--- config.mk ---
export PLATFORM = sky130hd
export DESIGN_NAME = ad_voltage_avg
export DESIGN_NICKNAME = d
export VERILOG_FILES = /design/src/rtl/ad_voltage_avg.sv
export SDC_FILE = /design/constraint.sdc
export NUM_CORES = 1
export LEC_CHECK = 0
export ABC_CLOCK_PERIOD_IN_PS = 3000
export CORE_MARGIN = 3
export CORE_UTILIZATION = 35
export DETAILED_ROUTE_END_ITERATION = 10
export GPL_ROUTABILITY_DRIVEN = 0
export PLACE_DENSITY = 0.7
export SYNTH_ARGS = -nofsm -noshare
export SYNTH_HDL_FRONTEND = slang
export SYNTH_SLANG_ARGS = --single-unit
--- constraint.sdc ---
create_clock -name clk -period 3 [get_ports clk]
set_input_delay 0.75 -clock clk [delete_from_list [all_inputs] [get_ports clk]]
set_output_delay 0.75 -clock clk [all_outputs]
set_load 0.05 [all_outputs]
--- src/rtl/ad_voltage_avg.sv ---
// Block averager for signed 16-bit ADC samples, emitting the floor mean of every 2^AVG_LOG2 strobes.
// Latency: avg_valid rises in the cycle right after the cycle carrying a block's final strobe.
// Backpressure: none; every strobe is taken, including one arriving in the OUT cycle.
//
// Ports:
//   clk, rst          - clock (rising edge), asynchronous active-high reset
//   ad_voltage        - signed 16-bit sample, qualified by ad_voltage_valid
//   ad_voltage_valid  - one-cycle sample strobe
//   clear             - synchronous abort of the block in progress (wins over a strobe)
//   avg_voltage       - signed block mean, updated with avg_valid
//   avg_valid         - one-cycle strobe marking updated avg/min/max
//   min_voltage       - signed minimum of the last completed block
//   max_voltage       - signed maximum of the last completed block
//   sample_cnt        - samples accumulated in the current block
//
// Build option: define ADS_MINMAX_EN to track per-block min/max. Without it,
// min_voltage and max_voltage are tied to zero.
module ad_voltage_avg #(
  parameter int AVG_LOG2 = 4
) (
  input  logic                clk,
  input  logic                rst,
  input  logic [15:0]         ad_voltage,
  input  logic                ad_voltage_valid,
  input  logic                clear,
  output logic [15:0]         avg_voltage,
  output logic                avg_valid,
  output logic [15:0]         min_voltage,
  output logic [15:0]         max_voltage,
  output logic [AVG_LOG2:0]   sample_cnt
);

  // 16 + AVG_LOG2 bits hold the sum of 2^AVG_LOG2 signed 16-bit samples exactly.
  localparam int AW = 16 + AVG_LOG2;

  localparam logic [AVG_LOG2:0] FULL_CNT = {1'b1, {AVG_LOG2{1'b0}}};
  localparam logic [AVG_LOG2:0] ONE_CNT  = {{AVG_LOG2{1'b0}}, 1'b1};

  typedef enum logic [1:0] {
    IDLE,
    ACC,
    OUT
  } state_t;

  state_t           state;
  logic [AW-1:0]    acc;
  logic [AW-1:0]    samp_ext;
  logic [AW-1:0]    acc_sum;
  logic [AVG_LOG2:0] cnt_inc;
  logic             block_done;

  assign samp_ext   = {{AVG_LOG2{ad_voltage[15]}}, ad_voltage};
  assign acc_sum    = acc + samp_ext;
  assign cnt_inc    = sample_cnt + 1'b1;
  // The final strobe of a block: only meaningful in ACC with a strobe and no clear.
  assign block_done = (state == ACC) && ad_voltage_valid && !clear && (cnt_inc == FULL_CNT);

  always_ff @(posedge clk or posedge rst) begin
    if (rst) begin
      state       <= IDLE;
      acc         <= '0;
      sample_cnt  <= '0;
      avg_valid   <= 1'b0;
      avg_voltage <= '0;
    end else begin
      avg_valid <= 1'b0;
      if (clear) begin
        // Abort drops the partial block; published results are left untouched.
        state      <= IDLE;
        acc        <= '0;
        sample_cnt <= '0;
      end else begin
        case (state)
          IDLE: begin
            if (ad_voltage_valid) begin
              acc        <= samp_ext;
              sample_cnt <= ONE_CNT;
              state      <= ACC;
            end
          end
          ACC: begin
            if (ad_voltage_valid) begin
              acc        <= acc_sum;
              sample_cnt <= cnt_inc;
              if (block_done) begin
                state       <= OUT;
                avg_valid   <= 1'b1;
                // Taking bits above the fraction is an arithmetic shift (floor);
                // the mean always fits back into 16 bits.
                avg_voltage <= acc_sum[AVG_LOG2 +: 16];
              end
            end
          end
          OUT: begin
            // A strobe here opens the next block so back-to-back streams lose nothing.
            if (ad_voltage_valid) begin
              acc        <= samp_ext;
              sample_cnt <= ONE_CNT;
              state      <= ACC;
            end else begin
              acc        <= '0;
              sample_cnt <= '0;
              state      <= IDLE;
            end
          end
          default: begin
            state      <= IDLE;
            acc        <= '0;
            sample_cnt <= '0;
          end
        endcase
      end
    end
  end

`ifdef ADS_MINMAX_EN
  logic [15:0] run_min;
  logic [15:0] run_max;
  logic [15:0] min_next;
  logic [15:0] max_next;
  logic [15:0] min_reg;
  logic [15:0] max_reg;

  always_comb begin
    min_next = run_min;
    max_next = run_max;
    if ($signed(ad_voltage) < $signed(run_min)) min_next = ad_voltage;
    if ($signed(ad_voltage) > $signed(run_max)) max_next = ad_voltage;
  end

  always_ff @(posedge clk or posedge rst) begin
    if (rst) begin
      run_min <= '0;
      run_max <= '0;
      min_reg <= '0;
      max_reg <= '0;
    end else if (!clear && ad_voltage_valid) begin
      if (state == ACC) begin
        run_min <= min_next;
        run_max <= max_next;
        if (block_done) begin
          min_reg <= min_next;
          max_reg <= max_next;
        end
      end else begin
        // First sample of a block (from IDLE or OUT) seeds both extremes.
        run_min <= ad_voltage;
        run_max <= ad_voltage;
      end
    end
  end

  assign min_voltage = min_reg;
  assign max_voltage = max_reg;
`else
  assign min_voltage = '0;
  assign max_voltage = '0;
`endif

endmodule

==> results.txt <==
* Run status: completed
- Global-route wire length before repair: 12.2 mm
* Vias/cell: 5.17
- Data required time at the worst endpoint: 3.23 ns
- Static timing analysis puts the maximum clock frequency at 0.342 GHz.
- Number of library cell types mapped by synthesis: 58
- Antenna violations before repair: 0
* Post-Syn Instances: 331
* Estimated wirelength of the detail-placed design: 5.66 mm
- Num rows: 34
- The via count of the first global-routing pass came to 2596.
- Area contributors post-synth: sky130_fd_sc_hd__dfrtp_1 (35%), sky130_fd_sc_hd__ha_1 (8.3%), sky130_fd_sc_hd__buf_4 (7.8%)
- Max Transition Viols Final: 0
- In this run the remaining antenna-violating nets after routing total 0.
* Type of the worst setup path: primary input to flip-flop
* Clock-pin transition on the worst setup and hold timing paths: 0.08 ns
- Power per standard cell area: 413 nW/um2
* Hold Fails Final Rpt: 0
* Worst ir drop on vdd: 0.000179 V
* CP Launch Type: primary input
- Average wire length per cell after detail routing: 14.5 um
- Average cell area after synthesis: 9.62 um2
* Endpoint type of the worst setup path: flip-flop
- Hold is met by 0.503 ns.
* Final setup violation count: 0
- The die covers 10300 um2.
- In this run the number of H-tree levels came out at 2.
- Worst skew pair latency: 0.30 ns
- Worst slew margin relative to its limit: 57.6%
* Post-route design area: 4050 um2
* Data arrival, critical path: 3.16 ns
- TritonCTS built the clock tree.
- For the finished layout, the period the worst path requires is 2.92 ns.
- No sink is reached through more buffers than the 2 on the longest clock path.
- For this block, the routed nets add up to 7.50 mm of wire.
- Cell with the most instances after synthesis: sky130_fd_sc_hd__dfrtp_1
* Placed cell areas: 3890 um2
* Fraction of final layout cells sized beyond drive strength 1: 20.3%
* Area share of the largest cell type after synthesis: 34.6%
* Async SR Flop Fraction: 100%
- In this run, synthesis inferred 0 flip-flops with an integrated enable.
- In the final design database the tool counted 451 nets.
* Leakage power: 2.04 nW
- Total number of vias: 2669
- Fill cell count: 833
- At the pin with the least slew margin, the transition time is 0.634 ns.
- Num Clock Sinks: 44
* Flip-flop and latch count after synthesis: 44
- By count the netlist is led by sky130_fd_sc_hd__dfrtp_1 (44), sky130_fd_sc_hd__buf_4 (33), sky130_fd_sc_hd__nor2_1 (27), sky130_fd_sc_hd__a21oi_1 (22), sky130_fd_sc_hd__ha_1 (21).
- Clock tree synthesis selected as its root buffer the cell sky130_fd_sc_hd__clkbuf_8.
- The first detailed-routing pass took 4 iterations.
- During placement, the flow inserted port buffers numbering 41.
- Layout Skew: 0.00619 ns
* Final worst-path setup slack: 0.0751 ns
- Global routing used 14.8% of the available tracks across all layers.
- Counting the buffers created by CTS gives 5.
* Die height: 101 um
* Overall die width: 101 um
* Syn Std Cell Area: 3180 um2
- The detailed router finished its first iteration with 129 violations.
* Area overhead of the layout relative to synthesis: 27.4%
- Min-Delay Path Class: flip-flop to flip-flop
* RSZ-0062 raised after global routing: false
- The most used flip-flop cell after synthesis is sky130_fd_sc_hd__dfrtp_1.
- Entering global routing, the biggest net connects 21 pins.
- Initial core utilization: 36.3%
- The number of antenna diodes in the final layout is 0.
- Across the run, the number of max-cap violations was 0.
* Period Utilization, post-route: 97.5%
- The floorplan step defined a core boundary enclosing 8760 um2.
* Residual overflow from global routing: 0
* Worst setup slack after placement: -0.374 ns
- Cell taking the most area after synthesis: sky130_fd_sc_hd__dfrtp_1
- For this run, the number of Yosys warnings is 0.
- In this run the count of I/O pins placed on the die edge is 74.
* Drt drc: 0
- Overall power consumption after layout is estimated at 1.68 mW.
* Part of the Yosys area used for sequential elements: 34.6%
* Crit-path max FO: 3
[flip-flops by register name, summed over array words and instances, names as in the netlist]
signal	count
state	2
sample_cnt	5
avg_voltage	16
avg_valid	1
acc	20
[routing by layer]
| layer | global-route usage [%] | wire length, um | up-vias |
|---|---|---|---|
| met5 | 0 | 0 | - |
| met4 | 4.60 | 148 | 0 |
| met3 | 2.41 | 380 | 16 |
| met2 | 25.0 | 3510 | 73 |
| met1 | 19.5 | 3460 | 1307 |
| li1 | - | - | 1273 |
[what timing repair did]
action | CTS | global route
gates resized for setup | 0 | 15
setup endpoints to repair | 6 | 16
buffers inserted | 0 | 1
hold buffers | 0 | 0
pin swaps | 0 | 17
[layout by cell type, fill, tap and decap left out, drive strengths merged, types with 7 or more instances in the layout]
master         instances
xor2                  10
dfrtp                 44
nor3                   7
buf                   47
xnor2                 11
a21o                  11
ha                    21
nor2                  27
nand2                 17
nand3                  8
conb                  32
inv                   11
mux2                  16
clkdlybuf4s50         38
a21oi                 23
o21ai                 10
[worst max-delay path, stage by stage]
cell and delay, ns:
sky130_fd_sc_hd__clkdlybuf4s50_1 0.53, sky130_fd_sc_hd__ha_1 0.27, sky130_fd_sc_hd__a21o_1 0.20, sky130_fd_sc_hd__a21oi_2 0.14, sky130_fd_sc_hd__o21ai_0 0.10, sky130_fd_sc_hd__buf_4 0.15
sky130_fd_sc_hd__a311oi_4 0.35, sky130_fd_sc_hd__o311ai_4 0.15, sky130_fd_sc_hd__buf_4 0.16, sky130_fd_sc_hd__mux2_1 0.31, sky130_fd_sc_hd__nand2_1 0.07
[per-stage QoR]
| step | util, % | std cells | setup TNS, ns |
|---|---|---|---|
| global placement | 44.4 | 509 | -4.65 |
| finish | 46.3 | 516 | 0 |
| detailed placement | 44.4 | 509 | -5.67 |
| CTS | 45.5 | 515 | -0.198 |
| floorplan | - | 362 | 0 |
| global route | 46.3 | 516 | 0 |
[cell families (layout without fill, tap and decap cells)]
logic type	count (synthesis)	in the layout	synth area share, %
DFF	44	44	34.6
muxes	19	19	6.72
other	1	32	0.118
buffers and inverters	61	107	11.6
and+or+nand+nor	76	76	11.3
xor gates and xnor gates	22	22	6.52
adders and majority gates	22	22	8.88
AOI/OAI and AO/OA	86	86	20.3
[final cells by class]
| class | count | area [um2] | share of cell area [%] |
|---|---|---|---|
| Tap cell | 108 | 135 | 3.33 |
| Sequential cell | 44 | 1100 | 27.2 |
| Timing Repair Buffer | 88 | 783 | 19.3 |
| Clock buffer | 5 | 68.8 | 1.70 |
| Clock inverter | 1 | 30.0 | 0.741 |
| Multi-Input combinational cell | 257 | 1890 | 46.5 |
| Inverter | 13 | 48.8 | 1.20 |
[worst paths after layout]
kind                                 from  slack (ns)        endpoint  depth (start not counted)
max                         ad_voltage[6]        0.08         acc[19]                         11
min                        avg_voltage[0]        0.50  avg_voltage[0]                          1
max reg2reg                        acc[0]        0.59         acc[16]                         10
min reg2reg                avg_voltage[0]        0.50  avg_voltage[0]                          1
max in group asynchronous             rst        1.86         acc[12]                          3
min in group asynchronous             rst        0.65         acc[17]                          2
[power by group]
| part | internal [mW] | switching, mW | total, mW | leakage (nW) |
|---|---|---|---|---|
| Sequential | 0.619 | 0.0226 | 0.642 | 0.593 |
| Clock | 0.239 | 0.199 | 0.439 | 0.0501 |
| Combinational | 0.250 | 0.345 | 0.595 | 1.39 |
| Total | 1.11 | 0.567 | 1.68 | 2.04 |
Power figures use the tool's default switching activity.
